File: src/rtl/lsu_pkg.sv
// Shared types and helpers for the load/store memory port: RV32 width codes,
// FSM states, request legality and store byte-lane mask generation.
package lsu_pkg;

  typedef enum logic [2:0] {
    F3_B  = 3'b000,
    F3_H  = 3'b001,
    F3_W  = 3'b010,
    F3_BU = 3'b100,
    F3_HU = 3'b101
  } funct3_e;

  typedef enum logic [1:0] {
    S_IDLE   = 2'b00,
    S_ACCESS = 2'b01,
    S_RESP   = 2'b10
  } state_e;

  // Legal width code for the direction; unsigned widths only make sense for loads.
  function automatic logic f3_legal(input logic [2:0] funct3, input logic we);
    logic ok_v;
    case (funct3)
      F3_B, F3_H, F3_W: ok_v = 1'b1;
      F3_BU, F3_HU:     ok_v = ~we;
      default:          ok_v = 1'b0;
    endcase
    return ok_v;
  endfunction

  // Byte-lane write mask for a store of the given width at byte offset off.
  function automatic logic [3:0] store_mask(input logic [2:0] funct3, input logic [1:0] off);
    logic [3:0] mask_v;
    case (funct3)
      F3_B:    mask_v = 4'b0001 << off;
      F3_H:    mask_v = 4'b0011 << off;
      F3_W:    mask_v = 4'b1111;
      default: mask_v = 4'b0000;
    endcase
    return mask_v;
  endfunction

endpackage

File: src/rtl/lsu_mem_port_if.sv
// Request/response handshake between the execute stage (master) and the
// load/store memory port (slave).
interface lsu_mem_port_if #(parameter int XLEN = 32);
  logic            req_valid;
  logic            req_ready;
  logic            req_we;
  logic [2:0]      req_funct3;
  logic [XLEN-1:0] req_addr;
  logic [XLEN-1:0] req_wdata;
  logic            resp_valid;
  logic [XLEN-1:0] resp_rdata;
  logic            resp_err;

  modport master (
    output req_valid, req_we, req_funct3, req_addr, req_wdata,
    input  req_ready, resp_valid, resp_rdata, resp_err
  );

  modport slave (
    input  req_valid, req_we, req_funct3, req_addr, req_wdata,
    output req_ready, resp_valid, resp_rdata, resp_err
  );
endinterface

File: src/rtl/lsu_load_align.sv
// Formats a raw memory word into RV32 load data: shifts the addressed byte or
// halfword down to bit 0 and sign- or zero-extends. Purely combinational so the
// writeback path can reuse it.
module lsu_load_align
  import lsu_pkg::*;
#(
  parameter int XLEN = 32
) (
  input  logic [XLEN-1:0] rdata,
  input  logic [1:0]      off,
  input  logic [2:0]      funct3,
  output logic [XLEN-1:0] data
);

  logic [XLEN-1:0] shifted_s;

  // Shift the addressed lane to bit 0, then extend according to the width code.
  always_comb begin
    shifted_s = rdata >> {off, 3'b000};
    case (funct3)
      F3_B:    data = {{(XLEN-8){shifted_s[7]}}, shifted_s[7:0]};
      F3_H:    data = {{(XLEN-16){shifted_s[15]}}, shifted_s[15:0]};
      F3_W:    data = shifted_s;
      F3_BU:   data = {{(XLEN-8){1'b0}}, shifted_s[7:0]};
      F3_HU:   data = {{(XLEN-16){1'b0}}, shifted_s[15:0]};
      default: data = {XLEN{1'b0}};
    endcase
  end

endmodule

File: src/rtl/lsu_mem_port.sv
// Load/store initiator: takes one byte-addressed RV32 load/store per handshake,
// runs a single access on the word-addressed, byte-masked data memory and
// returns a one-cycle response pulse. Bad requests skip the memory entirely.
module lsu_mem_port
  import lsu_pkg::*;
#(
  parameter int ADDR_W = 8,
  parameter int XLEN   = 32
) (
  input  logic             clk,
  input  logic             rst,
  lsu_mem_port_if.slave    bus,
  output logic [XLEN-1:0]  mem_addrL,
  output logic [XLEN-1:0]  mem_addrS,
  output logic [XLEN-1:0]  mem_data_wr,
  input  logic [XLEN-1:0]  mem_data_rd,
  output logic             mem_wr,
  output logic             mem_cs,
  output logic [3:0]       mem_mask
);

  state_e          state_r, state_s;
  logic            accept_s, req_err_s, misalign_s, range_err_s;

  // Fields of the accepted request still needed after the accept edge.
  logic            we_r;
  logic [2:0]      funct3_r;
  logic [1:0]      off_r;

  logic [XLEN-1:0] load_data_s;

  // Registered outputs and their next values.
  logic            req_ready_r, req_ready_s;
  logic            resp_valid_r, resp_valid_s;
  logic            resp_err_r, resp_err_s;
  logic [XLEN-1:0] resp_rdata_r, resp_rdata_s;
  logic            mem_cs_r, mem_cs_s;
  logic            mem_wr_r, mem_wr_s;
  logic [3:0]      mem_mask_r, mem_mask_s;
  logic [XLEN-1:0] mem_addr_r, mem_addr_s;
  logic [XLEN-1:0] mem_data_wr_r, mem_data_wr_s;

  // Replicate store data across every lane so the mask alone selects bytes.
  function automatic logic [XLEN-1:0] lane_rep(input logic [2:0] funct3, input logic [XLEN-1:0] wd);
    logic [XLEN-1:0] rep_v;
    case (funct3)
      F3_B:    rep_v = {(XLEN/8){wd[7:0]}};
      F3_H:    rep_v = {(XLEN/16){wd[15:0]}};
      default: rep_v = wd;
    endcase
    return rep_v;
  endfunction

  assign accept_s = (state_r == S_IDLE) && bus.req_valid;

  // Classify the live request: illegal width code, misalignment or word index past the memory.
  always_comb begin
    misalign_s = 1'b0;
    case (bus.req_funct3)
      F3_H, F3_HU: misalign_s = bus.req_addr[0];
      F3_W:        misalign_s = (bus.req_addr[1:0] != 2'b00);
      default:     misalign_s = 1'b0;
    endcase
    range_err_s = |bus.req_addr[XLEN-1:ADDR_W+2];
    req_err_s   = ~f3_legal(bus.req_funct3, bus.req_we) | misalign_s | range_err_s;
  end

  lsu_load_align #(.XLEN(XLEN)) u_load_align (
    .rdata  (mem_data_rd),
    .off    (off_r),
    .funct3 (funct3_r),
    .data   (load_data_s)
  );

  // FSM state register.
  always_ff @(posedge clk or posedge rst) begin
    if (rst) begin
      state_r <= S_IDLE;
    end else begin
      state_r <= state_s;
    end
  end

  // FSM next state: errors bypass the memory access and respond directly.
  always_comb begin
    state_s = state_r;
    case (state_r)
      S_IDLE: begin
        if (accept_s) begin
          if (req_err_s) begin
            state_s = S_RESP;
          end else begin
            state_s = S_ACCESS;
          end
        end else begin
          state_s = S_IDLE;
        end
      end
      S_ACCESS: state_s = S_RESP;
      S_RESP:   state_s = S_IDLE;
      default:  state_s = S_IDLE;
    endcase
  end

  // Output decode: next values of every registered output, memory idle unless entering ACCESS.
  always_comb begin
    req_ready_s   = (state_s == S_IDLE);
    resp_valid_s  = (state_s == S_RESP);
    resp_err_s    = resp_err_r;
    resp_rdata_s  = resp_rdata_r;
    mem_cs_s      = 1'b1;
    mem_wr_s      = 1'b0;
    mem_mask_s    = 4'b0000;
    mem_addr_s    = {XLEN{1'b0}};
    mem_data_wr_s = {XLEN{1'b0}};
    case (state_r)
      S_IDLE: begin
        if (accept_s && req_err_s) begin
          resp_err_s   = 1'b1;
          resp_rdata_s = {XLEN{1'b0}};
        end else if (accept_s) begin
          resp_err_s   = 1'b0;
          resp_rdata_s = {XLEN{1'b0}};
          mem_cs_s     = 1'b0;
          mem_wr_s     = bus.req_we;
          mem_addr_s   = {{(XLEN-ADDR_W){1'b0}}, bus.req_addr[ADDR_W+1:2]};
          if (bus.req_we) begin
            mem_mask_s    = store_mask(bus.req_funct3, bus.req_addr[1:0]);
            mem_data_wr_s = lane_rep(bus.req_funct3, bus.req_wdata);
          end else begin
            mem_mask_s    = 4'b0000;
            mem_data_wr_s = {XLEN{1'b0}};
          end
        end else begin
          resp_err_s   = resp_err_r;
          resp_rdata_s = resp_rdata_r;
        end
      end
      S_ACCESS: begin
        resp_err_s = 1'b0;
        if (we_r) begin
          resp_rdata_s = {XLEN{1'b0}};
        end else begin
          resp_rdata_s = load_data_s;
        end
      end
      S_RESP: begin
        resp_err_s   = resp_err_r;
        resp_rdata_s = resp_rdata_r;
      end
      default: begin
        resp_err_s   = resp_err_r;
        resp_rdata_s = resp_rdata_r;
      end
    endcase
  end

  // Output registers; reset forces the memory back to deselected immediately.
  always_ff @(posedge clk or posedge rst) begin
    if (rst) begin
      req_ready_r   <= 1'b1;
      resp_valid_r  <= 1'b0;
      resp_err_r    <= 1'b0;
      resp_rdata_r  <= {XLEN{1'b0}};
      mem_cs_r      <= 1'b1;
      mem_wr_r      <= 1'b0;
      mem_mask_r    <= 4'b0000;
      mem_addr_r    <= {XLEN{1'b0}};
      mem_data_wr_r <= {XLEN{1'b0}};
    end else begin
      req_ready_r   <= req_ready_s;
      resp_valid_r  <= resp_valid_s;
      resp_err_r    <= resp_err_s;
      resp_rdata_r  <= resp_rdata_s;
      mem_cs_r      <= mem_cs_s;
      mem_wr_r      <= mem_wr_s;
      mem_mask_r    <= mem_mask_s;
      mem_addr_r    <= mem_addr_s;
      mem_data_wr_r <= mem_data_wr_s;
    end
  end

  // Capture the fields the load formatter needs; inputs are only sampled on accept.
  always_ff @(posedge clk or posedge rst) begin
    if (rst) begin
      we_r     <= 1'b0;
      funct3_r <= 3'b000;
      off_r    <= 2'b00;
    end else if (accept_s) begin
      we_r     <= bus.req_we;
      funct3_r <= bus.req_funct3;
      off_r    <= bus.req_addr[1:0];
    end else begin
      we_r     <= we_r;
      funct3_r <= funct3_r;
      off_r    <= off_r;
    end
  end

  assign bus.req_ready  = req_ready_r;
  assign bus.resp_valid = resp_valid_r;
  assign bus.resp_err   = resp_err_r;
  assign bus.resp_rdata = resp_rdata_r;
  assign mem_cs         = mem_cs_r;
  assign mem_wr         = mem_wr_r;
  assign mem_mask       = mem_mask_r;
  assign mem_addrL      = mem_addr_r;
  assign mem_addrS      = mem_addr_r;
  assign mem_data_wr    = mem_data_wr_r;

endmodule

File: src/flat_wrapper.sv
// flat-port wrapper written by rule: the top's interface ports become plain ports
module lsu_mem_port_flat import lsu_pkg::*;
#(
  parameter int ADDR_W = 8,
  parameter int XLEN   = 32
)
  (clk, rst, mem_addrL, mem_addrS, mem_data_wr, mem_data_rd, mem_wr, mem_cs, mem_mask, bus_req_valid, bus_req_we, bus_req_funct3, bus_req_addr, bus_req_wdata, bus_req_ready, bus_resp_valid, bus_resp_rdata, bus_resp_err);
  lsu_mem_port_if #(.XLEN(XLEN)) bus_i ();
  input  logic clk;
  input  logic rst;
  output logic [XLEN-1:0] mem_addrL;
  output logic [XLEN-1:0] mem_addrS;
  output logic [XLEN-1:0] mem_data_wr;
  input  logic [XLEN-1:0] mem_data_rd;
  output logic mem_wr;
  output logic mem_cs;
  output logic [3:0] mem_mask;
  input wire logic [$bits(bus_i.req_valid)-1:0] bus_req_valid;
  input wire logic [$bits(bus_i.req_we)-1:0] bus_req_we;
  input wire logic [$bits(bus_i.req_funct3)-1:0] bus_req_funct3;
  input wire logic [$bits(bus_i.req_addr)-1:0] bus_req_addr;
  input wire logic [$bits(bus_i.req_wdata)-1:0] bus_req_wdata;
  output wire logic [$bits(bus_i.req_ready)-1:0] bus_req_ready;
  output wire logic [$bits(bus_i.resp_valid)-1:0] bus_resp_valid;
  output wire logic [$bits(bus_i.resp_rdata)-1:0] bus_resp_rdata;
  output wire logic [$bits(bus_i.resp_err)-1:0] bus_resp_err;
  assign bus_i.req_valid = bus_req_valid;
  assign bus_i.req_we = bus_req_we;
  assign bus_i.req_funct3 = bus_req_funct3;
  assign bus_i.req_addr = bus_req_addr;
  assign bus_i.req_wdata = bus_req_wdata;
  assign bus_req_ready = bus_i.req_ready;
  assign bus_resp_valid = bus_i.resp_valid;
  assign bus_resp_rdata = bus_i.resp_rdata;
  assign bus_resp_err = bus_i.resp_err;
  lsu_mem_port #(.ADDR_W(ADDR_W), .XLEN(XLEN)) u_core (.clk(clk), .rst(rst), .bus(bus_i), .mem_addrL(mem_addrL), .mem_addrS(mem_addrS), .mem_data_wr(mem_data_wr), .mem_data_rd(mem_data_rd), .mem_wr(mem_wr), .mem_cs(mem_cs), .mem_mask(mem_mask));
endmodule
File: config.mk
export PLATFORM = sky130hd
export DESIGN_NAME = lsu_mem_port_flat
export DESIGN_NICKNAME = d
export VERILOG_FILES = /design/src/rtl/lsu_pkg.sv /design/src/rtl/lsu_mem_port_if.sv /design/src/rtl/lsu_load_align.sv /design/src/rtl/lsu_mem_port.sv /design/src/flat_wrapper.sv
export SDC_FILE = /design/constraint.sdc
export NUM_CORES = 1
export LEC_CHECK = 0
export CAP_MARGIN = 5
export CORE_AREA = 2 2 109 111
export CTS_BUF_LIST = sky130_fd_sc_hd__clkbuf_16
export DETAILED_ROUTE_END_ITERATION = 16
export DIE_AREA = 0 0 111 113
export PLACE_DENSITY = 0.77
export SETUP_SLACK_MARGIN = 0.02
export SLEW_MARGIN = 20
export SYNTH_ARGS = -nofsm -noshare
export SYNTH_HDL_FRONTEND = slang
export SYNTH_SLANG_ARGS = --single-unit
File: constraint.sdc
create_clock -name clk -period 3.85 [get_ports clk]
set_input_delay 0.77 -clock clk [delete_from_list [all_inputs] [get_ports clk]]
set_output_delay 0.77 -clock clk [all_outputs]
set_load 0.03 [all_outputs]
# == Yosys cells after proc, flatten, opt, wreduce, memory -nomap -nowiden ==
# Cells that the tools add are included.
# word_totals
regBits,113
input_bits,103
out_inout_bits,137
elab_cells,76
# op_classes
eq_ne,11
shift,3
mux,32
n_bitwise,4
reduce_logical,13
# ops
operator,count
$mux W32,9
$pmux W32 S5,1
$pmux W32 S2,2
$shr A32 B5 Y32,1
$reduce_or A22 Y1,1
$mux W4,4
$eq A3 B3 Y1 const B,4
$pmux W4 S3,1
$mux W1,8
$mux W8,1
$eq A3 B1 Y1 const B,2
$eq A3 B2 Y1 const B,2
$logic_not A3 Y1,2
$pmux W1 S2,3
$logic_not A2 Y1,2
$mux W2,2
$pmux W2 S2,1
$reduce_bool A2 Y1,2
$reduce_or A2 Y1,2
$shl A1 B2 Y4 const A,1
$shl A2 B2 Y4 const A,1
$ne A3 B2 Y1 const B,1
$reduce_or A3 Y1,1
$eq A2 B1 Y1 const B,1
other kinds (5),8

# == Depth between registers and ports, before layout ==
# depth
word_depth,10
mapped_depth,6

# == Modules after synthesis ==
# Synthesis repeated with hierarchy kept, for this count alone.
# hier_totals
cells_unflattened,454
area_unflattened_um2,4623.2
# by_module_without_submodules
module,n_inst,cells_per_inst,area_per_inst_um2
lsu_mem_port,1,345,3819.9
lsu_load_align,1,109,803.3

# == Least setup slack after synthesis ==
# Ideal clock, no wire load.
# synth_path
kind,in2reg
start,input port bus_req_addr[17]
end,register u_core.mem_data_wr_r[14] (netlist: u_core.mem_data_wr[14])
arrival_ns,2.155
required_time_ns,3.773
path_slack_ns,1.618
cell_stages,6
cell_sequence,nor4_1 -> nand4_1 -> or4_1 -> buf_2 -> buf_6 -> a21oi_1
# synth_between
elab_chain_cells,5
# synth_lines
element,line_no,source
start: declaration,flat_wrapper.sv:21,input wire logic [$bits(bus_i.req_addr)-1:0] bus_req_addr;
$reduce_or A22 Y1,lsu_mem_port.sv:64,range_err_s = |bus.req_addr[XLEN-1:ADDR_W+2];
$or A1 B1 Y1,lsu_mem_port.sv:65,"req_err_s = ~f3_legal(bus.req_funct3, bus.req_we) | misalign_s | range_err_s;"
$logic_and A1 B1 Y1,lsu_mem_port.sv:118,if (accept_s && req_err_s) begin
$mux W32,lsu_mem_port.sv:118,
$mux W32,lsu_mem_port.sv:116,case (state_r)
named net u_core.mem_data_wr_s[14],lsu_mem_port.sv:41,"logic [XLEN-1:0] mem_data_wr_r, mem_data_wr_s;"
end signal: assignment,lsu_mem_port.sv:169,mem_data_wr_r <= {XLEN{1'b0}};
end signal: assignment,lsu_mem_port.sv:179,mem_data_wr_r <= mem_data_wr_s;
end: declaration,lsu_mem_port.sv:41,
# The timed path passes the listed nets, and every way through them passes these cells.
# A chain may end at the register's enable or synchronous reset.

# == Worst setup path after layout ==
# layout_path
start,input port bus_req_funct3[1]
end,register u_core.mem_data_wr_r[10] (netlist: u_core.mem_data_wr[10])
# layout_between
elab_chain_cells,9
word_cells_on_any_way,19
cone_classes,4 x eq/ne; 7 x mux; 3 x bitwise; 5 x reduce/logical
# layout_lines
element,line_no,source
start: declaration,flat_wrapper.sv:20,input wire logic [$bits(bus_i.req_funct3)-1:0] bus_req_funct3;
$eq A3 B2 Y1 (tied with other cells),"lsu_pkg.sv:22, lsu_mem_port.sv:59",
$reduce_or A3 Y1 or $reduce_or A2 Y1 (tied branches),lsu_pkg.sv:22,case (funct3)
$pmux W1 S2,lsu_pkg.sv:22,
$not A1 Y1,lsu_mem_port.sv:65,
$or A1 B1 Y1 (2 in a row),lsu_mem_port.sv:65,
$logic_and A1 B1 Y1,lsu_mem_port.sv:118,
$mux W32 *,lsu_mem_port.sv:118,
$mux W32 *,lsu_mem_port.sv:116,
named net u_core.mem_data_wr_s[10],lsu_mem_port.sv:41,
# Mark *: on every way through the listed nets, which the timed path passes. The rest lies on a longest branch.

==> results.sh <==
export IMPL_status="finished clean"
export IMPL_synth_cells=447
export IMPL_path_buf_inv=1
export IMPL_place_congestion=0.8707
export IMPL_max_freq_ghz=0.3596
export IMPL_critPathTopFamily="simple AND/OR/NAND/NOR gates"
export IMPL_rsz0062_at_grt="no"
export IMPL_start_kind="primary input"
export IMPL_clock_sinks=89
export IMPL_period_needed_ns=2.781
export IMPL_synth_edf_count=0
export IMPL_cts_made_buffers=9
export IMPL_worstPathMaxFanout=16
export IMPL_crit_path_max_incr_delay_ns=0.89
export IMPL_final_max_slew_viol_count=0
export IMPL_coreArea_um2=11270
export IMPL_die_y_um=113
export IMPL_postCtsSetupBuffers=0
export IMPL_holdCritPathClass="register to register"
export IMPL_initial_core_util_pct=39.64
export IMPL_ff_latch_area_um2=2230
export IMPL_synth_seq_area_share_pct=49.90
export IMPL_portBuffers=191
export IMPL_multi_input_area_um2=1878
export IMPL_slew_limit_headroom_pct=42.28
export IMPL_final_common_cell="clkdlybuf4s50_1"
export IMPL_grt_usage_pct=21.47
export IMPL_drv_cap=0
export IMPL_synth_cell_types=41
export IMPL_final_layout_size_suffix_gt1_share_pct=7.337
export IMPL_vdd_drop_max_uv=206.4
export IMPL_drtPass1Iterations=4
export IMPL_cts_tree="built"
export IMPL_ys_warn_count=0
export IMPL_grt_max_degree=90
export IMPL_p_leak_nw=2.922
export IMPL_die_x_um=111
export IMPL_power_density_nw_per_um2=341.8
export IMPL_final_area_um2=6573
export IMPL_dp_hpwl_um=10290
export IMPL_setup_tns_ns=0
export IMPL_fillCellCount=989
export IMPL_areaGrowthSynthToFinish_pct=47.10
export IMPL_vias=3879
export IMPL_syn_area_per_cell_um2=9.996
export IMPL_routed_wl_um=13620
export IMPL_boundaryPins=240
export IMPL_worstPathRequired_ns=4.09
export IMPL_placed_area_um2=6272
export IMPL_dieArea_um2=12540
export IMPL_postSynth_asyncResetShare_pct=100.0
export IMPL_worst_slew_pin_slew_ns=0.8657
export IMPL_clockRootBuffer="clkbuf_16"
export IMPL_crit_path_end_kind="register"
export IMPL_netlist_area_um2=4468
export IMPL_cts_clk_slew_worst_paths_ns=0.06
export IMPL_final_net_count=726
export IMPL_r2r_cells=3
export IMPL_clkLatencyLatePin_ns=0.34
export IMPL_vias_per_cell=5.038
export IMPL_clockBufferDepth=2
export IMPL_fin_crit_sh_pct=72.23
export IMPL_crit_arrival_ns=3.03
export IMPL_worst_path_stages=5
export IMPL_critical_path_class="primary input to register"
export IMPL_dpl_worst_slack_ns=0.7704
export IMPL_synth_flop_cell="dfrtp_1"
export IMPL_slowest_stage="or4_1"
export IMPL_fin_ws_ns=1.069
export IMPL_path_cells="clkdlybuf4s50_1 -> o21ai_0 -> nand3_1 -> or4_1 -> a21oi_1"
export IMPL_post_cts_resized=0
export IMPL_first_global_vias=3920
export IMPL_std_cell_rows=39
export IMPL_setup_viol_count_final=0
export IMPL_finalClockSkew_ns=0.007951
export IMPL_yosysTopAreaCell="dfrtp_1"
export IMPL_hold_viol=0
export IMPL_ant_nets=0
export IMPL_cts_hold_buf=0
export IMPL_htree_levels=3
export IMPL_netlist_top_cells_area="dfrtp_1 49%, buf_4 9.6%, mux2i_1 5.4%"
export IMPL_overflow=0
export IMPL_antenna_cells=0
export IMPL_synth_seq_cells=89
export IMPL_grt_first_pass_wirelength_um=20790
export IMPL_synth_top_area_share_pct=48.73
export IMPL_detail_route_wl_per_cell_um=17.69
export IMPL_layout_common_cells="191 x clkdlybuf4s50_1, 87 x dfrtp_1, 59 x nand2_1"
export IMPL_antenna_found_initial=0
export IMPL_drc=0
export IMPL_worstHoldPathCells=2
export IMPL_drt_iter0_drc=223
==> routing by layer <==
layer	track usage, %	part of all wire [%]
met5	0	0
met4	8.250	2.1
met3	4.874	8.1
met2	37.10	51
met1	26.37	39
==> where the power goes <==
group / leakage, nW / switching [mW] / internal (mW)
clock network: 0.149 / 0.346 / 0.556
logic: 1.55 / 0.212 / 0.165
registers: 1.22 / 0.0195 / 0.947
total: 2.92 / 0.578 / 1.67
==> metrics by stage <==
stage / std cells / total power [mW] / util, % / hold WS, ns
final: 770 / 2.246 / 58.31 / 0.4781
after CTS: 770 / 2.263 / 58.31 / 0.4799
after floorplan: 494 / 1.234 / - / 0.4412
after global placement: 755 / 1.355 / 55.64 / 0.4552
after global routing: 770 / 2.331 / 58.31 / 0.5066
after detailed placement: 755 / 1.361 / 55.64 / 0.4651
==> path summary, 6_finish.rpt <==
path | from | endpoint | slack [ns]
setup / recovery | bus_req_funct3[1] | u_core.mem_data_wr[10]$_DFF_PP0_ | 1.07
max in group asynchronous | rst | u_core.bus.req_ready$_DFF_PP1_ | 2.59
min in group asynchronous | rst | u_core.bus.resp_rdata[20]$_DFFE_PP0P_ | 0.86
hold reg to reg | u_core.bus.resp_rdata[5]$_DFFE_PP0P_ | u_core.bus.resp_rdata[5]$_DFFE_PP0P_ | 0.48
hold / removal | u_core.bus.resp_rdata[5]$_DFFE_PP0P_ | u_core.bus.resp_rdata[5]$_DFFE_PP0P_ | 0.48
setup reg to reg | u_core.off_r[1]$_DFFE_PP0P_ | u_core.bus.resp_rdata[18]$_DFFE_PP0P_ | 1.54
==> cells in the mapped netlist (2+ instances only) <==
library cell / n
a21oi_2: 8
nor2_1: 32
inv_1: 4
a22oi_1: 2
o21ai_0: 30
a211oi_1: 9
or2_2: 2
nand2b_1: 4
or3_1: 3
buf_2: 5
buf_4: 57
mux2_2: 9
nand3b_1: 2
nor4_1: 6
nor3_1: 4
clkbuf_1: 15
and2_1: 22
a221o_1: 16
a21oi_1: 17
nand3_1: 7
nand2_1: 59
mux2i_1: 24
dfrtp_1: 87
nor2b_1: 4
dfstp_2: 2
o21a_1: 2
==> area by class of cell <==
cell class / instances / share of cell area (%)
inverters: 4 / 0.2475
clock inverters: 6 / 1.142
well taps: 143 / 2.722
clock buffers: 9 / 3.427
flip-flops and latches: 89 / 33.92
multi-input cells: 322 / 28.57
repair buffers: 197 / 29.96
==> flip-flops by register name, summed over array words and instances (netlist names) <==
signal	flops
u_core.off_r	2
u_core.bus.req_ready	1
u_core.bus.resp_err	1
u_core.mem_cs	1
u_core.we_r	1
u_core.bus.resp_valid	1
u_core.mem_mask	4
u_core.funct3_r	3
u_core.mem_addrL	8
u_core.bus.resp_rdata	32
u_core.mem_data_wr	32
u_core.mem_wr	1
u_core.state_r	2
==> worst register-to-register path: cells and delay by family, from the launching register on <==
kind	cells	cell delay (ns)
compound gates	2	0.99
flops	1	0.91
mux	1	0.34
==> logic make-up after synthesis <==
family / synth area share, %
buf+inv: 12.07
simple gates: 16.69
flops: 49.90
compound gates: 13.61
other cells: 0.08393
mux: 7.645
Note: power is estimated with default switching activity, not from simulation.
